`config.mk`:
```
export PLATFORM = sky130hd
export DESIGN_NAME = sha256_msg_ctrl
export DESIGN_NICKNAME = d
export VERILOG_FILES = /design/src/rtl/sha256_msg_ctrl.sv
export SDC_FILE = /design/constraint.sdc
export NUM_CORES = 2
export LEC_CHECK = 0
export CAP_MARGIN = 20
export CORE_ASPECT_RATIO = 1.5
export CORE_UTILIZATION = 24
export DETAILED_ROUTE_END_ITERATION = 7
export REMOVE_ABC_BUFFERS = 1
export SYNTH_ARGS = -nofsm -noshare
export SYNTH_HDL_FRONTEND = slang
export SYNTH_SLANG_ARGS = --single-unit
```
`constraint.sdc`:
```
create_clock -name clk -period 9.3 [get_ports clk]
set_clock_uncertainty 0.05 [all_clocks]
set_input_delay 1.395 -clock clk [delete_from_list [all_inputs] [get_ports clk]]
set_output_delay 1.395 -clock clk [all_outputs]
set_load 0.1 [all_outputs]
```
`src/rtl/sha256_msg_ctrl.sv`:
```
// sha256_msg_ctrl: byte-stream front-end for a SHA-256 compression core.
// Pads each message (0x80, zeros, 64-bit big-endian bit length), slices it into
// 512-bit blocks, chains the hash through the core and emits the final digest.
// Optional feature macro: SHA256_WAIT_TIMEOUT_EN (bounded wait for the core,
// sticky err flag on expiry).
// Handshake: a beat transfers on a rising edge where s_vld and s_rdy are both 1;
// in_vld is a one-cycle issue pulse; out_vld is honoured only while waiting
// for the issued block, and ignored everywhere else.
module sha256_msg_ctrl #(
    parameter int           LEN_W    = 32,
    parameter int           CORE_LAT = 64,
    parameter logic [255:0] IV       = 256'h5be0cd191f83d9ab9b05688c510e527fa54ff53a3c6ef372bb67ae856a09e667
) (
    input  logic         clk,
    input  logic         rst,
    input  logic [7:0]   s_data,
    input  logic         s_vld,
    input  logic         s_last,
    input  logic         s_empty,
    output logic         s_rdy,
    output logic [511:0] chunk,
    output logic [255:0] in_hash,
    output logic         in_vld,
    input  logic [255:0] out_hash,
    input  logic         out_vld,
    output logic [255:0] digest,
    output logic         digest_vld,
    output logic         err
);

    localparam int CNT_W = $clog2(CORE_LAT + 5) + 1;

    typedef enum logic [2:0] {
        ST_FLUSH,
        ST_FILL,
        ST_PAD,
        ST_ISSUE,
        ST_WAIT,
        ST_DONE
    } state_t;

    state_t state, state_d;

    logic [511:0]     buf_q, fill_buf, chunk_q;
    logic [255:0]     h_q, in_hash_q, digest_q;
    logic [5:0]       idx;
    logic [LEN_W-1:0] len, len_inc;
    logic [6:0]       n;
    logic             has_byte, is_final, pad_pend, pad80;
    logic [CNT_W-1:0] cnt;
    logic             cnt_run, timeout;
    logic             digest_vld_q, err_q;

    // Byte 56 of a block carries the most significant byte of the bit length.
    function automatic logic [63:0] bswap64(input logic [63:0] v);
        logic [63:0] r;
        for (int i = 0; i < 8; i++) r[8*i +: 8] = v[8*(7-i) +: 8];
        return r;
    endfunction

    // An s_last beat flagged empty carries no byte; s_empty alone means nothing.
    assign has_byte = !(s_last && s_empty);
    assign n        = {1'b0, idx} + {6'd0, has_byte};
    assign len_inc  = len + LEN_W'(has_byte);

`ifdef SHA256_WAIT_TIMEOUT_EN
    assign cnt_run = (state == ST_FLUSH) || (state == ST_WAIT);
    assign timeout = (state == ST_WAIT) && !out_vld && (cnt == CNT_W'(CORE_LAT + 2));
`else
    assign cnt_run = (state == ST_FLUSH);
    assign timeout = 1'b0;
`endif

    // Block contents after accepting the current beat, including padding on s_last.
    // Bytes above idx are already zero because the buffer is cleared per block.
    always_comb begin
        fill_buf = buf_q;
        if (has_byte) fill_buf[{idx, 3'b000} +: 8] = s_data;
        if (s_last) begin
            if (!n[6]) fill_buf[{n[5:0], 3'b000} +: 8] = 8'h80;
            if (n <= 7'd55) fill_buf[511:448] = bswap64(64'(len_inc) << 3);
        end
    end

    // Next-state and handshake outputs.
    always_comb begin
        state_d = state;
        s_rdy   = 1'b0;
        in_vld  = 1'b0;
        case (state)
            ST_FLUSH: if (cnt == CNT_W'(CORE_LAT)) state_d = ST_FILL;
            ST_FILL: begin
                s_rdy = 1'b1;
                if (s_vld && (s_last || (idx == 6'd63))) state_d = ST_ISSUE;
            end
            ST_PAD:   state_d = ST_ISSUE;
            ST_ISSUE: begin
                in_vld  = 1'b1;
                state_d = ST_WAIT;
            end
            ST_WAIT: begin
                if (out_vld) begin
                    if (is_final)      state_d = ST_DONE;
                    else if (pad_pend) state_d = ST_PAD;
                    else               state_d = ST_FILL;
                end else if (timeout) begin
                    state_d = ST_FLUSH;
                end
            end
            ST_DONE:  state_d = ST_FILL;
            default:  state_d = ST_FLUSH;
        endcase
    end

    // State register.
    always_ff @(posedge clk) begin
        if (rst) state <= ST_FLUSH;
        else     state <= state_d;
    end

    // Shared flush/wait cycle counter, restarted on every state change.
    always_ff @(posedge clk) begin
        if (rst || !cnt_run || (state_d != state)) cnt <= '0;
        else                                       cnt <= cnt + 1'b1;
    end

    // Message buffer, length, chaining hash and result registers.
    always_ff @(posedge clk) begin
        if (rst) begin
            buf_q        <= '0;
            idx          <= '0;
            len          <= '0;
            h_q          <= IV;
            is_final     <= 1'b0;
            pad_pend     <= 1'b0;
            pad80        <= 1'b0;
            chunk_q      <= '0;
            in_hash_q    <= '0;
            digest_q     <= '0;
            digest_vld_q <= 1'b0;
            err_q        <= 1'b0;
        end else begin
            digest_vld_q <= 1'b0;
            case (state)
                ST_FILL: if (s_vld) begin
                    buf_q <= fill_buf;
                    len   <= len_inc;
                    idx   <= s_last ? 6'd0 : idx + {5'd0, has_byte};
                    if (s_last) begin
                        is_final <= (n <= 7'd55);
                        pad_pend <= (n > 7'd55);
                        pad80    <= n[6];
                    end else begin
                        is_final <= 1'b0;
                        pad_pend <= 1'b0;
                        pad80    <= 1'b0;
                    end
                end
                ST_PAD: begin
                    buf_q[7:0]     <= pad80 ? 8'h80 : 8'h00;
                    buf_q[511:448] <= bswap64(64'(len) << 3);
                    is_final       <= 1'b1;
                    pad_pend       <= 1'b0;
                end
                ST_ISSUE: begin
                    chunk_q   <= buf_q;
                    in_hash_q <= h_q;
                end
                ST_WAIT: begin
                    if (out_vld) begin
                        h_q <= out_hash;
                        if (!is_final) buf_q <= '0;
                    end else if (timeout) begin
                        err_q    <= 1'b1;
                        buf_q    <= '0;
                        idx      <= '0;
                        len      <= '0;
                        h_q      <= IV;
                        is_final <= 1'b0;
                        pad_pend <= 1'b0;
                        pad80    <= 1'b0;
                    end
                end
                ST_DONE: begin
                    digest_q     <= h_q;
                    digest_vld_q <= 1'b1;
                    h_q          <= IV;
                    len          <= '0;
                    idx          <= '0;
                    buf_q        <= '0;
                end
                default: ;
            endcase
        end
    end

    // During ISSUE the live buffer/hash are presented; afterwards the last issued copy.
    assign chunk      = (state == ST_ISSUE) ? buf_q : chunk_q;
    assign in_hash    = (state == ST_ISSUE) ? h_q : in_hash_q;
    assign digest     = digest_q;
    assign digest_vld = digest_vld_q;
    assign err        = err_q;

endmodule
```
Yosys cells after proc, flatten, opt, wreduce, memory -nomap -nowiden
Cells that the tools add are included.
- register bits: 1845
- latch bits: 0
- memory bits (writable): 0
- memory bits (read-only): 0
- input port bits: 270
- output and inout port bits: 1028
- word-level logic and storage cells: 94
- memories: 0
- add/subtract/negate cells: 6
- multiply operators: 0
- divide/modulo/power cells: 0
- magnitude comparators: 2
- equal/unequal tests: 11
- shift-type cells: 4
- mux-type cells: 38
- bitwise gates (word level): 0
- reductions and logical operators: 19
- operators with widths (operator ; number):
    512-bit two-way mux ; 7
    440-bit one-hot mux with 3 select lines ; 1
    512-bit bitwise mux ; 2
    8-bit by 11-bit variable shift with 512-bit output, first input constant ; 2
    256-bit two-way mux ; 2
    256-bit one-hot mux with 2 select lines ; 1
    8-bit by 11-bit indexed part select with 512-bit output ; 1
    8-bit by 11-bit indexed part select with 512-bit output, first input constant ; 1
    64-bit one-hot mux with 4 select lines ; 1
    64-bit two-way mux ; 1
    32-bit one-hot mux with 2 select lines ; 1
    32-bit by 1-bit adder with 32-bit output ; 1
    32-bit two-way mux ; 1
    8-bit one-hot mux with 4 select lines ; 1
    9-bit negation with 11-bit output ; 2
    3-bit one-hot mux with 6 select lines ; 1
    3-bit two-way mux ; 4
    6-bit two-way mux ; 2
    6-bit one-hot mux with 2 select lines ; 1
    8-bit by 1-bit adder with 8-bit output, second input constant ; 1
    8-bit by 7-bit == test with 1-bit output, second input constant ; 1
    1-bit two-way mux ; 8
    8-bit two-way mux ; 1
    2-bit AND reduction ; 4
    other kinds (20) ; 32

Longest topological paths before layout
- word-level depth: 11
- gate-level depth with buffers: 15
- depth with buffers taken out: 12

Worst setup path before layout
OpenSTA, ideal clock, no wires.
- path type: flip-flop to output port
- from: register state[0]
- to: output port chunk[506]
- data arrival time: 3375 ps
- required time: 7855 ps
- path slack: 4480 ps
- cell stages (with the launch flop): 6
- cells stage by stage: dfxtp_1 -> clkbuf_1 -> nand3b_1 -> clkbuf_1 -> buf_1 -> o21ai_0
- word-level cells in the longest chain between the ends: 2
- RTL lines (what ; line ; source):
    start: declaration ; 42 ; state_t state, state_d;
    start signal: assignment ; 118 ; else state <= state_d;
    3-bit by 2-bit == test with 1-bit output ; 198 ; assign chunk = (state == ST_ISSUE) ? buf_q : chunk_q;
    512-bit two-way mux ; 198 ;
    end: declaration ; 21 ; output logic [511:0] chunk,
No other way between the ends.

Worst setup path in the final report
- from: register state[2]
- to: output port in_hash[219]
- word-level cells in the longest chain between the ends: 2
- RTL lines (what ; line ; source):
    3-bit by 2-bit == test with 1-bit output ; 199 ; assign in_hash = (state == ST_ISSUE) ? h_q : in_hash_q;
    256-bit two-way mux ; - ;
    end: declaration ; 22 ; output logic [255:0] in_hash,
No other way between the ends.

==> reports/results.ini <==
[pwr]
leakagePower_nw=35.78
powerDensity_mw_per_mm2=176.7
power_mw=16.37
ir_worst_vdd_v=0.0001549

[synth]
ys_ff_latch=1845
ys_seq_area_frac=0.5280
ys.flop_type=dfxtp_1
post_synth.cell_area_avg_um2=8.406
yosysTopAreaCell=dfxtp_1
synth-edff-count=0
yosysTopAreaCellShare=0.5280
synth-async-reset-ratio=0
syn_area_mm2=0.06996
yosys_warnings=0
synthCells=8322
synth_cell_type_count=106
synth_area_leaders=dfxtp_1, nand2_1, a21oi_1

[floorplan]
die_area_mm2=0.2937
fp.dieH_um=663.2
num_rows=242
die_w_um=442.8
initial_core_util=0.2414
core_area_mm2=0.2898
ioPinCount=1298

[clocking]
post_cts_buffers=0
cts_buffers=193
post_cts_resized=0
cts_root_buf=clkbuf_16
clock-sinks=1845
worstSkewPairLatency_ns=0.89
cts_htree_levels=4
cts_buffer_depth=4
hold_buffers=0
cts_tree=yes
clk_pin_slew_ns=0.07

[worst_setup_path]
crit_type=reg2out
critPathTopFamily=buffers and inverters
cp.required_ns=7.86
path_buf_inv=4
critPathSlowestCell=clkdlybuf4s50_1
slowest_delay_ns=1.16
cp_max_fo=68
path_cells=nand3b_1 -> buf_4 -> buf_4 -> buf_4 -> nand2_1 -> nand2_1 -> clkdlybuf4s50_1
arrival_ns=5.60
cp-start-kind=register
cp-end-kind=output port
cpMostUsedCell=buf_4

[min_path]
hold_class=reg2reg

[place]
gp_congestion=0.9928
place.detailed.hpwl_mm=271.2
io_buffers=1296

[grt]
grt_overflow=0
grt_max_degree=148
antenna_found_initial=55
grt_use_total=0.2357
grt_pass1_wl_mm=495.8
first_global_vias=61440

[final_layout]
final_common_cell=nand2_1
fill_cells=30540
drive_gt1_frac=0.08458
area_growth_pct=32.42
final_cell_mix=nand2_1, dfxtp_1, clkdlybuf4s50_1
nNetsFinal=9632

[timing]
period_needed_ns=7.045
finalCritPeriodShare=0.7575
worstMarginPinSlew_ns=1.224
slew_headroom=0.1815
setup_viol=0
slew_violations=0
fmax_mhz=142.0
rsz0062_at_grt=no
hold_viol_final=0
setup_tns_ns=0

[run]
max_cap_violations=0

[status]
status=finished, final reports clean

[routing]
first_pass_iters=6
vias=66710
viasPerCell=5.014
antenna_left=0
drtIter0Drc=5900
drc=0
wl_per_cell_um=27.26
totalWireLength_mm=362.7

==> area by class of cell <==
type / count / area, um2 / area share
flip-flops and latches: 1845 / 36940 / 0.3987
inverters: 43 / 168.9 / 0.001823
multi-input cells: 5833 / 30690 / 0.3313
diodes: 29 / 72.57 / 0.0007834
well taps: 3782 / 4732 / 0.05108
clock inverters: 75 / 904.6 / 0.009765
repair buffers: 1432 / 13630 / 0.1472
clock buffers: 266 / 5504 / 0.05942
==> tightest hold or removal path: stages, from the launching register on <==
cell and delay (ns):
dfxtp_1 0.31, nand2_1 0.07, a21oi_1 0.06
==> state kept, by name, indices dropped and copies added, names as in the netlist <==
register,cells
in_hash_q,256
chunk_q,512
buf_q,512
digest_vld,1
cnt,8
len,32
pad_pend,1
idx,6
digest,256
h_q,256
is_final,1
state,3
pad80,1
==> worst paths after layout <==
kind / start / end / slack [ns] / cells past startpoint
hold / removal: buf_q[245] / chunk_q[245] / 0.37 / 2
setup / recovery: state[2] / in_hash[219] / 2.26 / 7
hold reg to reg: buf_q[245] / chunk_q[245] / 0.37 / 2
setup reg to reg: idx[0] / buf_q[383] / 4.52 / 11
==> layer usage <==
layer / track usage / share of wire
met5: 0 / 0.00010
met4: 0.1666 / 0.079
met3: 0.06137 / 0.081
met2: 0.3939 / 0.47
met1: 0.2591 / 0.37
==> logic make-up after synthesis <==
family,Yosys count,share of synthesized area
buf+inv,644,0.03607
xor+xnor,27,0.003863
flops,1845,0.5280
simple gates,3469,0.2032
fa+ha+maj,14,0.002504
compound gates,2249,0.2156
other cells,1,0.00005360
mux,73,0.01066
==> report_power, final <==
| part | leakage, nW | switching [mW] | internal, mW | total, mW |
|---|---|---|---|---|
| Combinational | 17.8 | 0.285 | 0.139 | 0.424 |
| Sequential | 14.9 | 0.00121 | 7.90 | 7.90 |
| Clock | 3.14 | 3.49 | 4.55 | 8.04 |
==> synthesized netlist by cell type (all sizes together) (7+ instances only) <==
| library cell | number |
|---|---|
| nand2 | 2672 |
| dfxtp | 1845 |
| a21oi | 1068 |
| clkbuf | 514 |
| a22o | 370 |
| nor2 | 304 |
| o21ai | 211 |
| nor3 | 154 |
| o2bb2ai | 149 |
| a221o | 136 |
| nand3 | 119 |
| buf | 87 |
| mux2i | 61 |
| a22oi | 42 |
| inv | 41 |
| and3 | 38 |
| o31ai | 36 |
| and2 | 35 |
| a31oi | 31 |
| nand4 | 26 |
| o211ai | 26 |
| or3 | 26 |
| nor4 | 24 |
| a211oi | 20 |
| a32o | 20 |
| o22ai | 20 |
| nor2b | 17 |
| xnor2 | 15 |
| ha | 14 |
| a21o | 12 |
| mux2 | 12 |
| xor2 | 12 |
| a221oi | 11 |
| o32ai | 11 |
| or4 | 9 |
| a2111oi | 8 |
| a32oi | 8 |
| and4 | 8 |
| or2 | 8 |
| nand2b | 7 |
| o2111ai | 7 |
| o21a | 7 |
==> through the flow <==
stage / cell area (um2) / hold slack [ns] / instances / worst slack [ns] / utilization
floorplan: 67590 / 0.3749 / 7721 / -36.22 / -
global placement: 86060 / 0.3888 / 12930 / 2.609 / 0.2970
detailed placement: 86110 / 0.3953 / 12930 / 2.577 / 0.2972
CTS: 92520 / 0.3921 / 13270 / 2.151 / 0.3193
global route: 92620 / 0.4206 / 13300 / 1.910 / 0.3196
finish: 92640 / 0.3723 / 13310 / 2.255 / 0.3197
No activity file was read; power rests on OpenSTA's default activity.
